[src/rtl/stage_mem_ctrl_pkg.sv]
// Shared op encodings, FSM state type and timing constants for the
// port-B control sequencer of a lookup-stage block RAM.
package stage_mem_ctrl_pkg;

    localparam logic [1:0] OP_READ    = 2'b00;
    localparam logic [1:0] OP_WRITE   = 2'b01;
    localparam logic [1:0] OP_FILL    = 2'b10;
    localparam logic [1:0] OP_ILLEGAL = 2'b11;

    localparam int READ_LATENCY = 2;

    typedef enum logic [1:0] {
        ST_IDLE = 2'd0,
        ST_RD1  = 2'd1,
        ST_RD2  = 2'd2,
        ST_FILL = 2'd3
    } state_e;

endpackage

[src/rtl/stage_mem_ctrl.sv]
// Port-B sequencer for one lookup-stage RAM: single reads/writes plus range fill.
// Range fill is built only when STAGE_MEM_CTRL_FILL_EN is defined.
module stage_mem_ctrl
    import stage_mem_ctrl_pkg::*;
#(
    parameter int STAGE_ID = 0,
    parameter int DATA     = 72,
    parameter int ADDR     = 10
) (
    input  logic            clk,
    input  logic            rst,
    input  logic            cmd_valid,
    output logic            cmd_ready,
    input  logic [1:0]      cmd_op,
    input  logic [ADDR-1:0] cmd_addr,
    input  logic [ADDR-1:0] cmd_len,
    input  logic [DATA-1:0] cmd_data,
    output logic            rsp_valid,
    input  logic            rsp_ready,
    output logic [DATA-1:0] rsp_data,
    output logic            fill_done,
    output logic            cmd_err,
    output logic            busy,
    output logic            mem_wr,
    output logic [ADDR-1:0] mem_addr,
    output logic [DATA-1:0] mem_din,
    input  logic [DATA-1:0] mem_dout
);

    localparam int unused_stage = STAGE_ID;

    state_e          state_q, state_d;
    logic            mem_wr_q, mem_wr_d;
    logic [ADDR-1:0] mem_addr_q, mem_addr_d;
    logic [DATA-1:0] mem_din_q, mem_din_d;
    logic            rsp_valid_q, rsp_valid_d;
    logic [DATA-1:0] rsp_data_q, rsp_data_d;
    logic            cmd_err_q, cmd_err_d;
    logic            accept;

`ifdef STAGE_MEM_CTRL_FILL_EN
    logic [ADDR-1:0] fill_addr_q, fill_addr_d;
    logic [ADDR-1:0] fill_rem_q, fill_rem_d;
    logic [DATA-1:0] fill_val_q, fill_val_d;
    logic            fill_last_q, fill_last_d;
    logic            fill_done_q;
`else
    logic            unused_len;
    assign unused_len = ^cmd_len;
`endif

    assign cmd_ready = !rst && (state_q == ST_IDLE)
                     && (!rsp_valid_q || rsp_ready);
    assign accept    = cmd_valid && cmd_ready;

    always_ff @(posedge clk) begin
        if (rst) begin
            state_q     <= ST_IDLE;
            mem_wr_q    <= 1'b0;
            mem_addr_q  <= '0;
            mem_din_q   <= '0;
            rsp_valid_q <= 1'b0;
            rsp_data_q  <= '0;
            cmd_err_q   <= 1'b0;
`ifdef STAGE_MEM_CTRL_FILL_EN
            fill_addr_q <= '0;
            fill_rem_q  <= '0;
            fill_val_q  <= '0;
            fill_last_q <= 1'b0;
            fill_done_q <= 1'b0;
`endif
        end else begin
            state_q     <= state_d;
            mem_wr_q    <= mem_wr_d;
            mem_addr_q  <= mem_addr_d;
            mem_din_q   <= mem_din_d;
            rsp_valid_q <= rsp_valid_d;
            rsp_data_q  <= rsp_data_d;
            cmd_err_q   <= cmd_err_d;
`ifdef STAGE_MEM_CTRL_FILL_EN
            fill_addr_q <= fill_addr_d;
            fill_rem_q  <= fill_rem_d;
            fill_val_q  <= fill_val_d;
            fill_last_q <= fill_last_d;
            // Pulse lines up with the cycle the last write lands in the RAM
            fill_done_q <= fill_last_q;
`endif
        end
    end

    always_comb begin
        state_d     = state_q;
        mem_wr_d    = 1'b0;
        mem_addr_d  = mem_addr_q;
        mem_din_d   = mem_din_q;
        rsp_valid_d = rsp_valid_q && !rsp_ready;
        rsp_data_d  = rsp_data_q;
        cmd_err_d   = 1'b0;
`ifdef STAGE_MEM_CTRL_FILL_EN
        fill_addr_d = fill_addr_q;
        fill_rem_d  = fill_rem_q;
        fill_val_d  = fill_val_q;
        fill_last_d = 1'b0;
`endif
        unique case (state_q)
            ST_IDLE: begin
                if (accept) begin
                    unique case (cmd_op)
                        OP_READ: begin
                            mem_addr_d = cmd_addr;
                            state_d    = ST_RD1;
                        end
                        OP_WRITE: begin
                            mem_wr_d   = 1'b1;
                            mem_addr_d = cmd_addr;
                            mem_din_d  = cmd_data;
                        end
`ifdef STAGE_MEM_CTRL_FILL_EN
                        OP_FILL: begin
                            fill_addr_d = cmd_addr;
                            fill_rem_d  = cmd_len;
                            fill_val_d  = cmd_data;
                            state_d     = ST_FILL;
                        end
`endif
                        default: cmd_err_d = 1'b1;
                    endcase
                end
            end
            ST_RD1: state_d = ST_RD2;
            ST_RD2: begin
                rsp_valid_d = 1'b1;
                rsp_data_d  = mem_dout;
                state_d     = ST_IDLE;
            end
`ifdef STAGE_MEM_CTRL_FILL_EN
            ST_FILL: begin
                mem_wr_d    = 1'b1;
                mem_addr_d  = fill_addr_q;
                mem_din_d   = fill_val_q;
                fill_addr_d = fill_addr_q + ADDR'(1);
                fill_rem_d  = fill_rem_q - ADDR'(1);
                if (fill_rem_q == '0) begin
                    fill_last_d = 1'b1;
                    state_d     = ST_IDLE;
                end
            end
`endif
            default: state_d = ST_IDLE;
        endcase
    end

    assign rsp_valid = rsp_valid_q;
    assign rsp_data  = rsp_data_q;
    assign cmd_err   = cmd_err_q;
    assign busy      = (state_q != ST_IDLE);
    assign mem_wr    = mem_wr_q;
    assign mem_addr  = mem_addr_q;
    assign mem_din   = mem_din_q;
`ifdef STAGE_MEM_CTRL_FILL_EN
    assign fill_done = fill_done_q;
`else
    assign fill_done = 1'b0;
`endif

endmodule
[config.mk]
export PLATFORM = sky130hd
export DESIGN_NAME = stage_mem_ctrl
export DESIGN_NICKNAME = d
export VERILOG_FILES = /design/src/rtl/stage_mem_ctrl_pkg.sv /design/src/rtl/stage_mem_ctrl.sv
export SDC_FILE = /design/constraint.sdc
export NUM_CORES = 1
export LEC_CHECK = 0
export ABC_AREA = 1
export CORE_ASPECT_RATIO = 0.8
export CORE_MARGIN = 5
export CORE_UTILIZATION = 43
export CTS_BUF_LIST = sky130_fd_sc_hd__clkbuf_8 sky130_fd_sc_hd__clkbuf_16
export DETAILED_ROUTE_END_ITERATION = 10
export PLACE_DENSITY = 0.87
export SLEW_MARGIN = 20
export SYNTH_ARGS = -nofsm -noshare
export SYNTH_HDL_FRONTEND = slang
export SYNTH_SLANG_ARGS = --single-unit
export TNS_END_PERCENT = 30
[constraint.sdc]
create_clock -name clk -period 3.4 [get_ports clk]
set_input_delay 0.34 -clock clk [delete_from_list [all_inputs] [get_ports clk]]
set_output_delay 0.34 -clock clk [all_outputs]
set_load 0.05 [all_outputs]
# Yosys cells after proc, flatten, opt, wreduce, memory -nomap -nowiden
# Cells that the tools add are included.
dict set report word_totals {
  elab_cells 36
  ff_bits 159
}
dict set report classes {
  n_bitwise 2
  mux 6
  n_reduce_logical 16
  n_eq_ne 5
}
# op count
set op_table {}
lappend op_table {{3-bit AND reduction} 2}
lappend op_table {{2-bit by 1-bit equality test with 1-bit output (second input constant)} 2}
lappend op_table {{1-bit logical AND} 4}
lappend op_table {{2-bit zero test} 2}
lappend op_table {{2-bit two-way mux} 2}
lappend op_table {{2-bit case mux with 2 select lines} 1}
lappend op_table {{1-bit zero test} 3}
lappend op_table {{1-bit two-way mux} 3}
lappend op_table {{3-bit OR reduction} 1}
lappend op_table {{2-bit equality test (second input constant)} 1}
lappend op_table {{2-bit by 1-bit != test with 1-bit output (second input constant)} 1}
lappend op_table {{2-bit != test (second input constant)} 1}
lappend op_table {{1-bit NOT} 2}
lappend op_table {{2-bit AND reduction} 1}
lappend op_table {{2-bit nonzero test} 1}
lappend op_table {{2-bit OR reduction} 1}
lappend op_table {{1-bit logical OR} 1}

# Depth between registers and ports, before layout
dict set report logic_depth {
  depth_word 6
  depth_mapped 9
}

# Worst setup path after synthesis
# OpenSTA, ideal clock, no wires.
dict set report synth_path {
  path_type {register to register}
  from {reg rsp_valid_q, in the netlist rsp_valid}
  to {reg mem_din_q[45], in the netlist mem_din[45]}
  path_stages_with_launch 8
  arrival_time_ps 1395
  synth_period_minus_slack_ps 1509
  required_time_ps 3286
  setup_slack_ps 1891
  n_path_buf 1
  path_cell_list {dfxtp_1 nand2_1 inv_1 nor2_1 buf_2 nand4_1 nand2_1 nor2_1}
}
dict set report synth_via {
  elab_chain_cells 5
}
# item line_no
set synth_lines {}
lappend synth_lines {{start: declaration} stage_mem_ctrl.sv:36} ;# logic rsp_valid_q, rsp_valid_d;
lappend synth_lines {{start signal: assignment} stage_mem_ctrl.sv:77} ;# rsp_valid_q <= rsp_valid_d;
lappend synth_lines {{1-bit zero test} stage_mem_ctrl.sv:53} ;# && (!rsp_valid_q || rsp_ready);
lappend synth_lines {{1-bit logical OR} stage_mem_ctrl.sv:53}
lappend synth_lines {{1-bit logical AND} stage_mem_ctrl.sv:53}
lappend synth_lines {{named net cmd_ready} stage_mem_ctrl.sv:13} ;# output logic cmd_ready,
lappend synth_lines {{1-bit logical AND} stage_mem_ctrl.sv:54} ;# assign accept = cmd_valid && cmd_ready;
lappend synth_lines {{3-bit AND reduction (no line)} n/a}
lappend synth_lines {{end signal: assignment} stage_mem_ctrl.sv:76} ;# mem_din_q <= mem_din_d;
lappend synth_lines {{end: declaration} stage_mem_ctrl.sv:35} ;# logic [DATA-1:0] mem_din_q, mem_din_d;
# The timed path passes the listed nets, and every way through them passes these cells.
# A chain may end at the register's enable or synchronous reset.

# Worst setup path after layout
dict set report layout_path {
  from {in rsp_ready}
  to {out cmd_ready}
}
dict set report layout_via {
  elab_chain_cells 2
}
# item line_no
set layout_lines {}
lappend layout_lines {{start: declaration} stage_mem_ctrl.sv:19} ;# input logic rsp_ready,
lappend layout_lines {{1-bit logical OR} stage_mem_ctrl.sv:53}
lappend layout_lines {{1-bit logical AND} stage_mem_ctrl.sv:53}
lappend layout_lines {{end: declaration} stage_mem_ctrl.sv:13}
# Every way passes these cells.

==> impl_metrics.csv <==
group,metric,value,unit
synthesis,synth_area_per_cell,7.195,um2
placement,port_buffers,318,
layout,area_growth,61.16,%
sta,clock.fmax,0.4702,GHz
synthesis,synth_cells,873,
floorplan,coreArea,14300,um2
clock_network,cts_buffers,17,
placement,place_ws,1.121,ns
floorplan,die-height,118.1,um
clock_network,clk_root_buffer_cell,"clkbuf_16",
floorplan,fp-row-count,39,
setup_path,cpMostUsedCell,"inv_1",
synthesis,seq_area_frac_synth,0.5068,
clock_network,insertion_delay,0.42,ns
setup_path,arrival,1.79,ns
sta,setup_viol,0,
power,combPwrFrac,0.166,
clock_network,postCtsHoldBufs,0,
setup_path,worstPathRequired,3.06,ns
routing,drc,0,
power,switchingPower,1.205,mW
grt,grtUsageTotal,0.2278,
routing,vias_per_cell,4.836,
run_status,status,"complete, no violations",
setup_path,crit_chain,"clkdlybuf4s50_1, inv_1, nand2_1, inv_1, nor2_4, buf_12",
setup_path,crit_path_end,"cmd_ready",
power,p_int,3.382,mW
layout,diodes,0,
clock_network,clk_pin_slew_worst_paths,0.06,ns
sta,setup_slack,1.273,ns
floorplan,dieArea,17140,um2
flow_run,maxCapViolCount,0,
grt,grt_pass1_wl,32040,um
power,vdd_ir_drop_max,0.0003285,V
setup_path,r2r-start,"state_q[0]",
placement,dp.cells,1323,
power,clockPowerShare,0.409,
routing,drt_iter0_markers,354,
synthesis,syn-cell-area,6281,um2
setup_path,slowest_stage,"nor2_4",
layout,final_cell_mix,"clkdlybuf4s50_1 (316), nor2_1 (309), dfxtp_1 (159), inv_1 (89), nand2_1 (85)",
routing,firstDrtPassIters,4,
sta,fin_crit,2.127,ns
grt,grt_overflow,0,
routing,via_count,6553,
placement,gp_congestion,0.7952,
placement,place_area,9535,um2
placement,dp_hpwl,14200,um
setup_path,max_stage_delay,0.50,ns
floorplan,start_util,0.4393,
routing,totalWireLength,20260,um
power,seqPwrFrac,0.424,
clock_network,cts_setup_buffers,0,
sta,slew_headroom,0.3419,
power,cellPowerDensity,453.2,nW/um2
synthesis,synth_warnings,0,
power,power.leakage,4.165,nW
floorplan,io_pins,330,
setup_path,crit_start,"rsp_ready",
routing,ant_nets,0,
setup_path,critical-path-top-delay-family,"buffers and inverters",
power,power_switching_share,0.2627,
layout,stdcell_area,10120,um2
setup_path,startpoint_type,"input port",
sta,clock_skew,0.01007,ns
grt,grt_pass1_vias,6178,
setup_path,r2r-end,"rsp_data[11]",
routing,wl_per_cell,14.95,um
synthesis,syn_nets,1043,
synthesis,ys_types,17,
clock_network,htree_num_levels,4,
clock_network,cts_tree,"built",
setup_path,crit_buf_inv,4,
setup_path,rrSetupSlack,1.62,ns
clock_network,cts_resized,0,
layout,instances_no_fill,1355,
sta,worst_slew_pin_slew,0.9871,ns
clock_network,cts_sinks,159,
setup_path,critical_path_class,"input port to primary output",
layout,drive_above_1_share,0.04697,
setup_path,r2r_cells,6,
setup_path,end_kind,"primary output",
sta,hold_viol_final,0,
sta,fin_crit_sh,0.6255,
setup_path,crit_cells,6,
grt,grt_max_degree,109,
sta,finalSetupTns,0,ns
sta,rsz0062_at_grt,"no",
synthesis,synth-seq-cells,159,
grt,antenna_found_initial,0,
floorplan,die_w,145.1,um
layout,fin_nets,1328,
clock_network,clock_path_buffers,2,
min_path,hold_path.class,"input port to flip-flop",
sta,slew_violations,0,
setup_path,cp_max_fo,20,
layout,layout_commonest_cell,"clkdlybuf4s50_1",
layout,nFillCells,1152,
[logic make-up (layout without fill, tap and decap cells)]
family,count (synthesis),count (layout),share of synthesized area
buffers and inverters,156,454,0.1066
DFF,159,159,0.5068
AOI/OAI and AO/OA,73,73,0.05817
and+or+nand+nor,484,484,0.3279
other,1,1,0.0005970
[worst min-delay path by stage]
stage | from | to | slack (ns) | depth (start not counted)
2_1_floorplan | rst | rsp_valid | 0.41 | 1
3_3_place_gp | mem_din[46] | mem_din[46] | 0.46 | 2
3_5_place_dp | mem_din[35] | mem_din[35] | 0.47 | 2
4_1_cts | cmd_valid | cmd_err | 0.27 | 3
5_1_grt | cmd_valid | cmd_err | 0.28 | 3
6_report | cmd_valid | cmd_err | 0.28 | 3
[worst register-to-register path, stage by stage (launching register included)]
cell	delay, ns
dfxtp_1	0.34
inv_1	0.09
nand2_2	0.06
inv_2	0.59
buf_4	0.43
nor2_1	0.08
nor2_1	0.11
[layer usage]
metal  routed length [um]  track usage  vias up  part of all wire
li1                     -            -     3302                 -
met1                 7752       0.2565     2958              0.38
met2                10130       0.3903      255              0.50
met3                 1870      0.08853       38             0.092
met4                  507      0.08741        0             0.025
met5                    0            0        -                 0
[through the flow]
step / total power [mW] / util / hold WS [ns]
floorplan: 2.402 / - / 0.4091
global placement: 2.738 / 0.6669 / 0.4602
detailed placement: 2.748 / 0.6669 / 0.4700
CTS: 4.623 / 0.7080 / 0.2721
global route: 4.765 / 0.7080 / 0.2794
finish: 4.587 / 0.7080 / 0.2783
[flip-flops by register name (all words and copies together), names as in the netlist]
name       cells
mem_wr         1
rsp_valid      1
mem_addr      10
state_q        2
rsp_data      72
mem_din       72
cmd_err        1
[cell usage after synthesis]
| library cell | n | area, um2 |
|---|---|---|
| dfxtp_1 | 159 | 3183 |
| clkbuf_1 | 27 | 101.4 |
| nand2_1 | 86 | 322.8 |
| o21ai_0 | 72 | 360.4 |
| buf_4 | 15 | 112.6 |
| nor2_1 | 310 | 1164 |
| conb_1 | 1 | 3.750 |
| nor3_1 | 2 | 10.01 |
| a21oi_1 | 1 | 5.000 |
| inv_1 | 86 | 322.8 |
| nand4_4 | 1 | 21.27 |
| buf_2 | 22 | 110.1 |
| nor2_2 | 1 | 6.260 |
| buf_1 | 2 | 7.510 |
| inv_2 | 4 | 15.01 |
| nor2_4 | 2 | 22.52 |
| nand4_1 | 82 | 513.0 |
[power groups by stage]
stage	clock (mW)	sequential (mW)	combinational (mW)
3_5_place_dp	0	1.99	0.761
2_1_floorplan	0	2.18	0.225
6_report	1.88	1.95	0.763
4_1_cts	1.91	1.95	0.765
5_1_grt	1.99	1.95	0.819
3_3_place_gp	0	1.98	0.754
[layout make-up]
cell class              instances  area (um2)  area share
multi-input cells             558        2439      0.2409
clock inverters                12       120.1     0.01187
clock buffers                  20       466.7     0.04611
repair buffers                332        3343      0.3303
well taps                     184       230.2     0.02274
flip-flops and latches        159        3183      0.3145
inverters                      90       340.3     0.03362
No activity file was read; power rests on OpenSTA's default activity.
